[config.mk]
export PLATFORM = sky130hd
export DESIGN_NAME = fp_skew_feeder
export DESIGN_NICKNAME = d
export VERILOG_FILES = /design/src/rtl/fp_skew_feeder.sv
export SDC_FILE = /design/constraint.sdc
export NUM_CORES = 1
export LEC_CHECK = 0
export CAP_MARGIN = 10
export CORE_MARGIN = 10
export CORE_UTILIZATION = 35
export CTS_CLUSTER_SIZE = 14
export DETAILED_ROUTE_END_ITERATION = 10
export GPL_TIMING_DRIVEN = 0
export PLACE_DENSITY_LB_ADDON = 0.12
export SLEW_MARGIN = 5
export SYNTH_ARGS = -nofsm -noshare
export SYNTH_HDL_FRONTEND = slang
export SYNTH_SLANG_ARGS = --single-unit
[constraint.sdc]
create_clock -name clk -period 2.8 [get_ports clk]
set_input_delay 0.84 -clock clk [delete_from_list [all_inputs] [get_ports clk]]
set_output_delay 0.84 -clock clk [all_outputs]
set_load 0.05 [all_outputs]
[src/rtl/fp_skew_feeder.sv]
// Skewed operand feeder for the FP16 systolic MAC array; lane i is delayed i cycles.
// Optional accepted-beat counter output beat_cnt_o when FP_SKEW_STATS_EN is defined.
module fp_skew_feeder #(
  parameter int LANES = 4,
  parameter int W     = 16
) (
  input  logic             clk,
  input  logic             reset_n,
  input  logic             in_valid,
  output logic             in_ready,
  input  logic [LANES*W-1:0] in_data,
  input  logic             in_last,
  output logic [LANES*W-1:0] op_o,
  output logic [LANES-1:0] en_o,
  output logic [LANES-1:0] val_o,
  output logic             busy_o,
`ifdef FP_SKEW_STATS_EN
  output logic [15:0]      beat_cnt_o,
`endif
  output logic             done_o
);

  localparam int CW = (LANES > 1) ? $clog2(LANES) : 1;

  typedef enum logic [1:0] {
    IDLE,
    STREAM,
    DRAIN
  } state_t;

  state_t          state, state_n;
  logic [CW-1:0]   cnt, cnt_n;
  logic            accept;
  logic [LANES-1:0] last_q;

  assign in_ready = (state != DRAIN);
  assign busy_o   = (state != IDLE);
  assign accept   = in_valid && in_ready;

  always_ff @(posedge clk or negedge reset_n) begin
    if (!reset_n) begin
      state <= IDLE;
      cnt   <= '0;
    end else begin
      state <= state_n;
      cnt   <= cnt_n;
    end
  end

  always_comb begin
    state_n = state;
    cnt_n   = cnt;
    unique case (state)
      IDLE, STREAM: begin
        if (accept) begin
          if (!in_last) begin
            state_n = STREAM;
          end else if (LANES == 1) begin
            state_n = IDLE;
          end else begin
            state_n = DRAIN;
            cnt_n   = CW'(LANES - 1);
          end
        end
      end
      DRAIN: begin
        cnt_n = cnt - 1'b1;
        if (cnt == CW'(1)) state_n = IDLE;
      end
      default: begin
        state_n = IDLE;
        cnt_n   = '0;
      end
    endcase
  end

  // The last-beat marker travels alongside the deepest lane so done
  // lines up exactly with that lane presenting the final beat.
  always_ff @(posedge clk or negedge reset_n) begin
    if (!reset_n) begin
      last_q <= '0;
    end else begin
      last_q[0] <= accept && in_last;
      for (int j = 1; j < LANES; j++) last_q[j] <= last_q[j-1];
    end
  end

  assign done_o = last_q[LANES-1];

  for (genvar i = 0; i < LANES; i++) begin : g_lane
    logic [W-1:0] d_q [0:i];
    logic [i:0]   en_q;
    logic [i:0]   val_q;

    always_ff @(posedge clk or negedge reset_n) begin
      if (!reset_n) begin
        for (int j = 0; j <= i; j++) d_q[j] <= '0;
        en_q  <= '0;
        val_q <= '0;
      end else begin
        if (accept) d_q[0] <= in_data[i*W +: W];
        en_q[0]  <= accept;
        val_q[0] <= accept;
        for (int j = 1; j <= i; j++) begin
          d_q[j]   <= d_q[j-1];
          en_q[j]  <= en_q[j-1];
          val_q[j] <= val_q[j-1];
        end
      end
    end

    assign op_o[i*W +: W] = d_q[i];
    assign en_o[i]        = en_q[i];
    assign val_o[i]       = val_q[i];
  end

`ifdef FP_SKEW_STATS_EN
  always_ff @(posedge clk or negedge reset_n) begin
    if (!reset_n) begin
      beat_cnt_o <= '0;
    end else if (accept && beat_cnt_o != 16'hFFFF) begin
      beat_cnt_o <= beat_cnt_o + 16'd1;
    end
  end
`endif

endmodule

==> impl_results.md, run 1 <==
* Status: finished, final reports clean
* Antenna violations before repair at 0
* Netlist cell types at 17
* Seq/Total Area, Yosys at 73.71%
* Pin count of the biggest net entering global routing at 115
* Worst hold path type: primary input to asynchronous set/reset pin
* Critical Path Start Type: flip-flop
* CTS clock-pin slew for the worst setup and hold paths at 0.06 ns
* Worst reg-to-reg setup slack at 1.36 ns
* Final Hold Viols at 0
* Initial Utilization at 35.46%
* Via count at 2,755
* CP startpoint: state[1]
* Worst VDD drop at 0.0004868 V
* Top cell type by total area after synthesis: dfrtp_1
* Final instance area at 8183 sq um
* # Max-Cap Violations at 0
* Number of buffers created by CTS at 17
* Router iterations before antenna repair at 4
* I/O Buffers at 142
* Die width at 149.2 microns
* Clock skew at 0.006963 ns
* Crit-path max FO at 7
* Mapped Cells at 312
* Number of synthesis warnings at 0
* DR WL/cell at roughly 15 microns
* Synth top area share at 73.71%
* Minimum clock period at 2.722 ns
* ANT nets after route at 0
* CTS Hold Bufs at 0
* Mapped Nets at 381
* Global-route usage over all layers at 9.823%
* Main area contributors after synthesis: dfrtp_1 (74%), mux2_4 (13%), buf_4 (6.9%)
* RSZ-0062 raised after global routing: false
* Nets at 543
* # Post-CTS Setup Buffers at 0
* H-tree depth at 4
* Sink Count at 172
* First-pass GRT wire length at 16.55 mm
* Max-slew violation count at 0
* Core ar. at approximately 16,000 sq um
* FP Rows at 47
* Least-Margin Pin Slew at about 0.57 ns
* DP HPWL at 7.149 mm
* Lkg Pwr at between 3 and 4 nW
* Area grow syn2layout at 40.13%
* Slew HR at between 60% and 70%
* Total gr overflow at 0
* Final weighted congestion in routability-driven placement at 0.6591
* Seq cells post-synth at 172
* Critical Path AT at 1.88 ns
* Clk root buf: clkbuf_16
* Area after DPL at roughly 7600 sq um
* # setup viols final at 0
* # IOs at 143
* Mean post-synth cell area at 18.72 sq um
* Post-Synthesis Cell Area at 5839 sq um
* Vias in the first global route at about 3,100
* Setup_tns at 0 ns
* N_diodes at 0
* Crit Path Category: flip-flop to primary output
* DRC viols at 0
* WP data required at 1.96 ns
* Fmax at about 0.37 GHz
* Post-route clock period utilization at between 90% and 100%
* Vias per cell at 3.897
* RR Startpoint: state[1]
* Die ar. at 22,250 sq um
* CTS tree: done
* Die H at between 100 and 150 microns
* Share of cells above drive strength 1 at 32.85%
* Pwr Total at 0.009226 W
* PostCTS Resize Cnt at 0
* Pwr dens at between 1000 and 1500 nW/um^2
* CTS max path bufs at 2
* Crit end category: primary output
* Final Routed Wirelength at 10.53 mm
* Iter 0 DRT Violations at 73
* Worst skew pair latency at 0.41 ns
cells in the final DEF (no fill, tap or decap), types with 2 or more instances in the layout:
master and n:
a21oi_1 2, buf_12 6, buf_4 54, bufinv_16 2, clkbuf_16 17, clkbuf_8 4
clkdlybuf4s50_1 141, clkinv_4 3, clkinvlp_4 2, dfrtp_1 172, inv_1 2, inv_6 2
mux2_2 15, mux2_4 49, o21ai_0 2, o22ai_1 2
cell usage after synthesis:
library cell	instances
dfrtp_1	172
buf_4	54
mux2_4	49
mux2_2	15
buf_12	6
a21oi_1	2
inv_1	2
o21ai_0	2
o22ai_1	2
ha_1	1
nand2_1	1
nand2_4	1
nand2b_4	1
nand3b_1	1
nor2_1	1
nor2b_1	1
or2_2	1
metal layers:
metal  part of all wire, %  global-route usage [%]
met1                    44                   12.13
met2                    45                   13.95
met3                   9.1                   5.097
met4                   1.5                   4.563
met5                     0                       0
worst max-delay path, stage by stage (launching register included):
cell,delay [ns]
dfrtp_1,0.46
or2_2,0.30
clkdlybuf4s50_1,0.70
cell type report:
type / instances / area (sq um)
Clock buffer: 22 / 484.2
Multi-Input combinational cell: 78 / 1002
Fill cell: 1411 / 8283
Buffer: 60 / 525.5
Inverter: 2 / 7.507
Timing Repair Buffer: 143 / 1454
Clock inverter: 10 / 130.1
Tap cell: 220 / 275.3
Sequential cell: 172 / 4304
through the flow:
stage | cells | utilization (%) | hold slack (ns) | worst slack (ns)
2_1_floorplan | 312 | - | 0.3312 | 1.059
3_5_place_dp | 675 | 45.97 | 0.3347 | 0.5215
6_report | 707 | 49.70 | 0.3344 | 0.07770
4_1_cts | 707 | 49.70 | 0.3369 | 0.04676
3_3_place_gp | 674 | 45.77 | 0.3311 | -6.007
5_1_grt | 707 | 49.70 | 0.3498 | 0.02324
path summary, 6_finish.rpt:
check | end | cells past startpoint
hold / removal | g_lane[1].d_q[17] | 1
setup reg to reg | g_lane[2].d_q[41] | 5
setup / recovery | busy_o | 2
hold reg to reg | op_o[49] | 0
min in group clk | op_o[49] | 0
max in group asynchronous | g_lane[0].d_q[9] | 2
sequential cells by signal, summed over array words and instances, names as in the netlist:
signal        cells
state             2
op_o             48
g_lane.en_q       1
g_lane.val_q      3
last_q            4
g_lane.d_q      112
cnt               2
logic make-up after synthesis:
family                     after synthesis  synth area share, %
muxes                                   64                15.49
AOI/OAI and AO/OA                        6               0.5571
DFF                                    172                73.71
and+or+nand+nor                          7               0.8999
buffers and inverters                   62                9.128
adders and majority gates                1               0.2142
where the power goes:
group	switching [W]	leakage (nW)	internal, W	total, W
clock network	0.000965	0.295	0.00143	0.00239
registers	0.000304	2.01	0.00328	0.00358
logic	0.00178	1.42	0.00147	0.00325
total	0.00305	3.73	0.00618	0.00923
No activity file was read; power rests on OpenSTA's default activity.
==> run 2: changes to the inputs <==
--- a/config.mk
+++ b/config.mk
@@ -7,7 +7,7 @@
 export LEC_CHECK = 0
 export CAP_MARGIN = 10
 export CORE_MARGIN = 10
-export CORE_UTILIZATION = 35
+export CORE_UTILIZATION = 30
 export CTS_CLUSTER_SIZE = 14
 export DETAILED_ROUTE_END_ITERATION = 10
 export GPL_TIMING_DRIVEN = 0
==> impl_results.md, run 2 (synthesized netlist as in run 1, its figures left out) <==
* Status: finished, final reports clean (unchanged)
* First-pass GRT wire length at 18.10 mm (was 16.55 mm)
* Largest Register: g_lane.d_q (unchanged)
* Max FFs per register at 112 (unchanged)
* Slew HR at 62.06% (was 61.67%)
* Highest routed layer: met4 (unchanged)
* N_diodes at 0 (unchanged)
* Iter 0 DRT Violations at 88 (was 73)
* Final weighted congestion in routability-driven placement at 0.6751 (was 0.6591)
* Pin count of the biggest net entering global routing at 109 (was 115)
* Crit-path cells: or2_2, clkdlybuf4s50_1 (unchanged)
* Area after DPL at 7619 sq um (was 7569 sq um)
* Crit-path max FO at 7 (unchanged)
* Met3 wire len at 1.042 mm (was 961 microns)
* Global-route usage over all layers at 9.082% (was 9.823%)
* PostCTS Resize Cnt at 0 (unchanged)
* Total gr overflow at 0 (unchanged)
* Lkg Pwr at 3.738 nW (was 3.725 nW)
* Clk network pwr share at 27.2% (was 25.9%)
* Setup_tns at 0 ns (unchanged)
* DP HPWL at 7.509 mm (was 7.149 mm)
* Die width at 159.5 microns (was 149.2 microns)
* # setup viols final at 0 (unchanged)
* Via count at 2,814 (was 2,755)
* RSZ-0062 raised after global routing: false (unchanged)
* Combinational fraction of design power at 34.7% (was 35.2%)
* DRC viols at 0 (unchanged)
* # Max-Cap Violations at 0 (unchanged)
* R2r endpoint: g_lane[2].d_q[41] (unchanged)
* Reg2reg path depth at 5 (unchanged)
* WP data required at 1.96 ns (about the same)
* Crit-path max cell delay at 0.71 ns (was 0.70 ns)
* Setup WS pre-CTS at 0.5099 ns (was 0.5215 ns)
* Flop pwr share at 38.1% (was 38.8%)
* CTS tree: done (unchanged)
* ANT nets after route at 0 (unchanged)
* # IOs at 143 (unchanged)
* Worst reg-to-reg setup slack at 1.35 ns (was 1.36 ns)
* Internal Power at 0.006291 W (was 0.006175 W)
* Critical Path AT at 1.89 ns (was 1.88 ns)
* CTS Hold Bufs at 0 (unchanged)
* Worst VDD drop at 0.0004388 V (was 0.0004868 V)
* Core ar. at 18,960 sq um (was 16,470 sq um)
* Initial Utilization at 30.81% (was 35.46%)
* Clock skew at 0.009172 ns (was 0.006963 ns)
* RR Startpoint: state[1] (unchanged)
* Final Hold Viols at 0 (unchanged)
* I/O Buffers at 142 (unchanged)
* Sw frac at 33.01% (was 33.06%)
* Die H at 159.5 microns (was 149.2 microns)
* Antenna violations before repair at 0 (unchanged)
* Worst skew pair latency at 0.42 ns (was 0.41 ns)
* Vias in the first global route at 3,233 (was 3,068)
* Critical Path Start Type: flip-flop (unchanged)
* Crit Path Category: flip-flop to primary output (unchanged)
* # Post-CTS Setup Buffers at 0 (unchanged)
* Final Routed Wirelength at 11.05 mm (was 10.53 mm)
* Commonest non-fill, non-tap cells in the layout: dfrtp_1 (172), clkdlybuf4s50_1 (141), buf_4 (54), mux2_4 (49), clkbuf_16 (17) (unchanged)
* Final instance area at 8263 sq um (was 8183 sq um)
* Clk root buf: clkbuf_16 (unchanged)
* CTS clock-pin slew for the worst setup and hold paths at 0.07 ns (was 0.06 ns)
* Number of buffers created by CTS at 17 (unchanged)
* Sw power at 0.003099 W (was 0.003050 W)
* Die ar. at 25,450 sq um (was 22,250 sq um)
* Area grow syn2layout at 41.50% (was 40.13%)
* Share of cells above drive strength 1 at 32.85% (unchanged)
* Minimum clock period at 2.726 ns (was 2.722 ns)
* FP Rows at 50 (was 47)
* CTS max path bufs at 2 (unchanged)
* Router iterations before antenna repair at 4 (unchanged)
* Worst hold path type: primary input to asynchronous set/reset pin (unchanged)
* Nets at 543 (unchanged)
* Pwr dens at 1136 nW/um^2 (was 1127 nW/um^2)
* Fmax at 0.3668 GHz (was 0.3673 GHz)
* H-tree depth at 4 (unchanged)
* Vias per cell at 3.767 (was 3.897)
* Slowest cell on the critical path: clkdlybuf4s50_1 (unchanged)
* DR WL/cell at 14.79 microns (was 14.89 microns)
* Sink Count at 172 (unchanged)
* Fill cells at 1,732 (was 1,411)
* Crit end category: primary output (unchanged)
* Commonest non-fill, non-tap cell in the layout: dfrtp_1 (unchanged)
* Max-slew violation count at 0 (unchanged)
* Post-route clock period utilization at 97.36% (was 97.23%)
* Post-route setup slack at 0.07381 ns (was 0.07770 ns)
* Wl on met1 at 4.932 mm (was 4.636 mm)
* DR WL met2 at 5.001 mm (was 4.768 mm)
* Least-Margin Pin Slew at 0.5673 ns (was 0.5749 ns)
run 2: critical path, delay by kind of cell, from the launching register on:
| kind | cells | cell delay [ns] |
|---|---|---|
| buffers and inverters | 1 | 0.71 |
| flip-flops | 1 | 0.46 |
| AND/OR/NAND/NOR | 1 | 0.30 |
run 2: final cells by class:
cell class              instances  area [sq um]  area share (%)
flip-flops and latches        172          4304           52.09
repair buffers                143          1454           17.60
multi-input cells              78          1002           12.13
plain buffers                  60         525.5           6.360
clock buffers                  19         442.9           5.360
well taps                     260         325.3           3.937
clock inverters                13         201.4           2.438
inverters                       2         7.507         0.09085
run 2: worst max path at each step:
stage,slack (ns),end,depth (start not counted),from
final,0.07,busy_o,2,state[1]
after CTS,0.03,busy_o,2,state[1]
after floorplan,1.06,val_o[1],1,g_lane[2].val_q[1]
after global routing,0.005,busy_o,2,state[1]
after global placement,-6.08,g_lane[0].d_q[12],1,reset_n
after detailed placement,0.51,busy_o,2,state[1]
run 2: layer usage:
| layer | global-route usage [%] | vias up |
|---|---|---|
| li1 | - | 1303 |
| met1 | 11.17 | 1407 |
| met2 | 12.89 | 99 |
| met3 | 5.577 | 5 |
| met4 | 2.780 | 0 |
| met5 | 0 | - |
run 2: power groups by stage:
stage / clock (W) / combinational (W) / sequential, W
CTS: 0.00264 / 0.00332 / 0.00359
detailed placement: 0 / 0.00331 / 0.00364
global placement: 0 / 0.00328 / 0.00361
global route: 0.00275 / 0.00342 / 0.00368
floorplan: 0 / 0.00202 / 0.00386
finish: 0.00255 / 0.00326 / 0.00358
run 2: through the flow:
step / hold WS, ns / power, W / cells / util, %
final: 0.3462 / 0.009390 / 747 / 43.59
after global routing: 0.3544 / 0.009848 / 747 / 43.59
after CTS: 0.3493 / 0.009558 / 747 / 43.59
after detailed placement: 0.3347 / 0.006947 / 715 / 40.19
after global placement: 0.3315 / 0.006899 / 714 / 40.02
after floorplan: 0.3312 / 0.005880 / 312 / -
==> RTL edit 1, RTL diff (settings of run 1) <==
The 3 states of `state_t` get a one-hot encoding in 3 bits.
--- a/src/rtl/fp_skew_feeder.sv
+++ b/src/rtl/fp_skew_feeder.sv
@@ -24,6 +24,6 @@
 
-  typedef enum logic [1:0] {
-    IDLE,
-    STREAM,
-    DRAIN
+  typedef enum logic [2:0] {
+    IDLE   = 3'b001,
+    STREAM = 3'b010,
+    DRAIN  = 3'b100
   } state_t;
Behaviour: no difference found for any inputs over 10 cycles, from zero or initial values and one cycle with reset_n low; not proved beyond that.
==> RTL edit 1 against run 1 <==
  * Register-to-register slack got worse by 0.36 ns
  * Critical path depth increased by 1
  * Sequential cell count increased by 1
  * Cell area increased by 0.43%
  * Worst hold slack improved by 0.010 ns
  * Routed wire length increased by 1.8%
  * Sequential power decreased by 12%
  * Area after synthesis increased by 1.9%
  * Clock power decreased by 10%
  * Worst setup slack improved by 0.043 ns
  * Total power decreased by 21%
  * Via count increased by 4.0%
  * Cell count increased by 1.7%
==> RTL edit 1: results (changes against run 1) <==
[min_path]
hp-class=flop to flop
worstHoldStart=g_lane[3].d_q[40]$_DFF_PN0_
hold_path_depth=0

[placement]
place_congestion=0.720  ; +9.2%
placedCellCount=687  ; +1.8%
dpl_cell_area_um2=7680  ; +1.5%
pre_cts_ws_ns=0.0945  ; -0.427 ns
dp_hpwl_um=7390  ; +3.4%
port_buffers=142  ; unchanged

[global_route]
track_usage=0.0982  ; about the same
grt_max_degree=88  ; -23%
antenna_found_initial=0  ; unchanged
grt_pass1_vias=3207  ; +4.5%
grt_pass1_wl_um=17100  ; +3.5%

[setup_path]
reg2reg_depth=6  ; +1
crit_start=state[0]$_DFFE_PN1P_
rrSetupSlack_ns=1.00  ; -0.36 ns
cp_slowest_stage_delay_ns=0.51  ; -0.19 ns
timing.rr.end=g_lane[1].d_q[17]$_DFFE_PN0P_
crit_path_max_fanout=9  ; +2
critPathSlowestCell=dfstp_2

[finish]
num_antenna_cells=0  ; unchanged
n_fill_cell=1427  ; +1.1%
nets=555  ; +2.2%
layout-drive-gt1-share=0.333  ; +0.00412

[clocking]
clk_path_buf_depth=2  ; unchanged
cts-buffers-inserted=17  ; unchanged
cts_root_buffer=clkbuf_16
ctsHtreeMaxLevel=4  ; unchanged

[routing]
dr.max_layer_used=met4
drc=0  ; unchanged
dr.pass1.iters=3  ; -1
wl_per_cell_um=14.9  ; about the same
wl_met2_um=5050  ; +5.9%
avgViaCountPerCell=3.99  ; +2.3%
wl_met3_um=1040  ; +8.0%
drt-total-wl_um=10700  ; +1.8%
first_iter_violations=76  ; +4.1%
wl_met1_um=4470  ; -3.6%

[timing]
finClkSkew_ns=0.00903  ; +0.00207 ns
worstMarginPinSlew_ns=0.654  ; +0.0788 ns
whs_ns=0.344  ; +0.00999 ns

[synthesis]
postSynthCellCount=324  ; +3.8%
synthTopCellsByArea=dfrtp_1 72%, mux2_4 12%, buf_4 6.8%, mux2_2 2.8%, buf_12 2.0%
synthDistinctLibCells=27  ; +10
yosysSeqAreaShare=0.727  ; -0.00968
synth_commonest_cells=172 x dfrtp_1, 54 x buf_4, 49 x mux2_4
async_flop_share=1.00  ; unchanged
syn-num-nets=393  ; +3.1%

[outcome]
status=finished clean

[pwr]
irDropWorstVdd_uv=489  ; +0.50%
p_leak_nw=3.73  ; about the same

==> RTL edit 1: critical path, delay by kind of cell (launching register included) <==
kind | cells | cell delay, ns
flops | 1 | 0.51
buf+inv | 2 | 0.43
simple gates | 1 | 0.48
==> RTL edit 1: area by class of cell <==
class	count	area [um^2]	area share
clock inverter	13	88.8	0.0108
buffer	62	542	0.0659
clock buffer	19	453	0.0551
sequential	173	4330	0.527
tap	220	275	0.0335
multi-input combinational	86	1070	0.130
timing repair buffer	143	1450	0.176
inverter	3	11.3	0.00137
==> RTL edit 1: worst max-delay path by stage <==
stage / to / slack, ns / cells after the start
floorplan: busy_o / 0.70 / 2
global placement: g_lane[0].d_q[8]$_DFFE_PN0P_ / -6.11 / 1
detailed placement: busy_o / 0.09 / 3
CTS: busy_o / -0.09 / 3
global route: in_ready / 0.05 / 3
finish: busy_o / 0.12 / 3
==> RTL edit 1: timing repair <==
action                                  CTS  global route
endpoints found under the setup margin    2             1
buffers inserted                          0             0
resized for setup                         2             2
==> RTL edit 1: cells by family after synthesis <==
| group | count (synthesis) | share of synthesized area |
|---|---|---|
| simple gates | 11 | 0.0139 |
| compound gates | 9 | 0.0103 |
| xor+xnor | 1 | 0.00147 |
| fa+ha+maj | 1 | 0.00210 |
| buf+inv | 65 | 0.0929 |
| flops | 173 | 0.727 |
| mux | 64 | 0.152 |
==> RTL edit 1: power by group <==
| part | switching [mW] | internal, mW |
|---|---|---|
| clock network | 0.955 | 1.18 |
| registers | 0.170 | 2.97 |
| logic | 1.11 | 0.920 |
| total | 2.23 | 5.07 |
==> RTL edit 1: metrics by stage <==
step                      total power, mW  TNS (ns)
final                                7.30         0
after global routing                 7.66         0
after CTS                            7.44   -0.0905
after detailed placement             5.26         0
after global placement               5.22  -1052.21
after floorplan                      4.57         0
==> RTL edit 1: layer usage <==
metal	vias to the layer above	track usage
met1	1410	0.119
li1	1346	-
met3	12	0.0465
met5	-	0
met4	0	0.0437
met2	98	0.146
==> RTL edit 2, RTL diff (config.mk and constraints of run 1) <==
Without the edit above. The option `FP_SKEW_STATS_EN` is turned on by a define.
--- a/src/rtl/fp_skew_feeder.sv
+++ b/src/rtl/fp_skew_feeder.sv
@@ -2,2 +2,4 @@
 // Optional accepted-beat counter output beat_cnt_o when FP_SKEW_STATS_EN is defined.
+`define FP_SKEW_STATS_EN
+
 module fp_skew_feeder #(
Formal check against the unedited RTL (old outputs only; new: beat_cnt_o): equivalent (equiv_simple and equiv_induct, registers matched by name and starting in step).
==> RTL edit 2 against run 1 <==
  * Routed wire length is 30% higher
  * Count of clock-buffer cells in the layout is 4 lower
  * Area after synthesis is 9.4% higher
  * Synthesized cell count is 68% higher
  * Cell area is 9.1% higher
  * Worst setup slack better by 0.10 ns
  * Total power is 7.2% higher
  * Combinational power is 5% higher
  * Sequential cell count is 16 higher
==> RTL edit 2: results (changes against run 1) <==
[setup_path]
rrSetupSlack_ns=0.91  ; -0.45 ns
timing.rr.end=beat_cnt_o[1]$_DFFE_PN0P_
reg2reg_depth=5  ; unchanged
cp_slowest_stage_delay_ns=0.87  ; +0.17 ns
critPathArrivalTime_ns=1.78  ; -0.10 ns
cp_top_family=buffers and inverters
regToRegStartpoint=beat_cnt_o[0]$_DFFE_PN0P_
critPathSlowestCell=clkdlybuf4s50_1

[global_route]
grt_pass1_wl_um=22600  ; +37%
track_usage=0.118  ; +0.0194
grt_max_degree=107  ; -7.0%
antenna_found_initial=0  ; unchanged
grt_pass1_vias=4253  ; +39%

[finish]
nets=772  ; +42%
largest_register_ffs=112  ; unchanged
layout-drive-gt1-share=0.138  ; -0.190

[synthesis]
synth.mux.area_fraction=0.00862  ; -0.146
ys.warnings.count=0  ; unchanged
synthDistinctLibCells=30  ; +13
synth_ff_type=dfrtp_1
synthTopCellsByArea=dfrtp_1 74%, nand2_1 12%, buf_4 6.2%, xor2_1 1.2%, mux2_1 0.70%
syn-num-nets=594  ; +56%
synth_commonest_cells=200 x nand2_1, 188 x dfrtp_1, 53 x buf_4
synth_compound_area_frac=0.00646  ; +0.000891
yosysSeqAreaShare=0.736  ; -0.000846
synth_top_area_share=0.736  ; -0.000846
synth_xor_area_frac=0.0137  ; +0.0137
async_flop_share=1.00  ; unchanged
synth_fa_ha_area_frac=0.00392  ; +0.00177

[routing]
first_iter_violations=119  ; +63%
dr.pass1.iters=4  ; unchanged
wl_per_cell_um=14.5  ; -2.5%
avgViaCountPerCell=4.19  ; +7.7%

[timing]
finClkSkew_ns=0.00891  ; +0.00195 ns
whs_ns=0.341  ; +0.00690 ns
timing.slew.headroom=0.481  ; -0.136

[pwr]
irDropWorstVdd_uv=617  ; +27%
p_leak_nw=4.38  ; +17%

[placement]
dp_hpwl_um=9760  ; +37%
place_congestion=0.757  ; +15%
port_buffers=158  ; +11%

[outcome]
status=finished clean

[clocking]
cts_root_buffer=clkbuf_16
ctsHtreeMaxLevel=4  ; unchanged

[min_path]
hp-class=flop to flop
hold_path_depth=0
min_to=op_o[40]$_DFF_PN0_

==> RTL edit 2: changes by cell type after synthesis, moves of 5 or more <==
cell,run 1,this run
buf_12,6,0
buf_2,0,5
clkbuf_1,0,6
dfrtp_1,172,188
mux2_2,15,0
mux2_4,49,0
nand2_1,1,200
nand3_1,0,5
nor2_1,1,8
xor2_1,0,9
==> RTL edit 2: repair_timing <==
| action | CTS | global route |
|---|---|---|
| endpoints found under the setup margin | 1 | 1 |
| buffers inserted | 0 | 0 |
| resized for setup | 1 | 1 |
==> RTL edit 2: logic make-up (layout without fill, tap and decap cells) <==
kind of cell,count (synthesis),after routing
AOI/OAI and AO/OA,7,7
xor gates and xnor gates,10,10
adders and majority gates,2,2
buffers and inverters,74,265
DFF,188,188
muxes,5,5
and+or+nand+nor,238,238
==> RTL edit 2: how the worst max path moves through the flow <==
stage	start	end	slack, ns
5_1_grt	beat_cnt_o[3]$_DFFE_PN0P_	beat_cnt_o[3]	0.10
3_5_place_dp	in_valid	g_lane[3].d_q[50]$_DFFE_PN0P_	0.12
3_3_place_gp	reset_n	g_lane[0].d_q[1]$_DFFE_PN0P_	-6.76
2_1_floorplan	beat_cnt_o[0]$_DFFE_PN0P_	beat_cnt_o[1]$_DFFE_PN0P_	0.75
6_report	beat_cnt_o[3]$_DFFE_PN0P_	beat_cnt_o[3]	0.18
4_1_cts	state[1]$_DFFE_PN0P_	busy_o	0.07
==> RTL edit 2: metal layers <==
metal | vias to the layer above | GRT usage | routed length (um)
met4 | 0 | 0.0351 | 165
met2 | 102 | 0.188 | 6650
li1 | 1944 | - | -
met3 | 10 | 0.0538 | 1160
met5 | - | 0 | 0
met1 | 1904 | 0.139 | 5720
==> RTL edit 2: layout make-up <==
cell class	instances	area (um^2)
buffer	68	460
clock buffer	18	439
clock inverter	14	198
fill	1634	9030
inverter	6	22.5
multi-input combinational	262	1200
sequential	188	4700
tap	229	287
timing repair buffer	159	1620
==> RTL edit 2: metrics by stage <==
step | setup TNS [ns] | power, mW | setup WS (ns) | cells | cell area [um^2]
6_report | 0 | 9.89 | 0.180 | 944 | 8930
5_1_grt | 0 | 10.5 | 0.101 | 944 | 8930
4_1_cts | 0 | 10.1 | 0.0685 | 944 | 8930
3_5_place_dp | 0 | 7.46 | 0.123 | 912 | 8290
3_3_place_gp | -1268.58 | 7.40 | -6.76 | 911 | 8260
2_1_floorplan | 0 | 6.21 | 0.746 | 524 | 6390
==> RTL edit 2: power by group <==
part	switching, mW	internal (mW)	total [mW]
clock	1.08	1.47	2.55
sequential	0.369	3.56	3.93
combinational	2.16	1.24	3.41
total	3.61	6.28	9.89
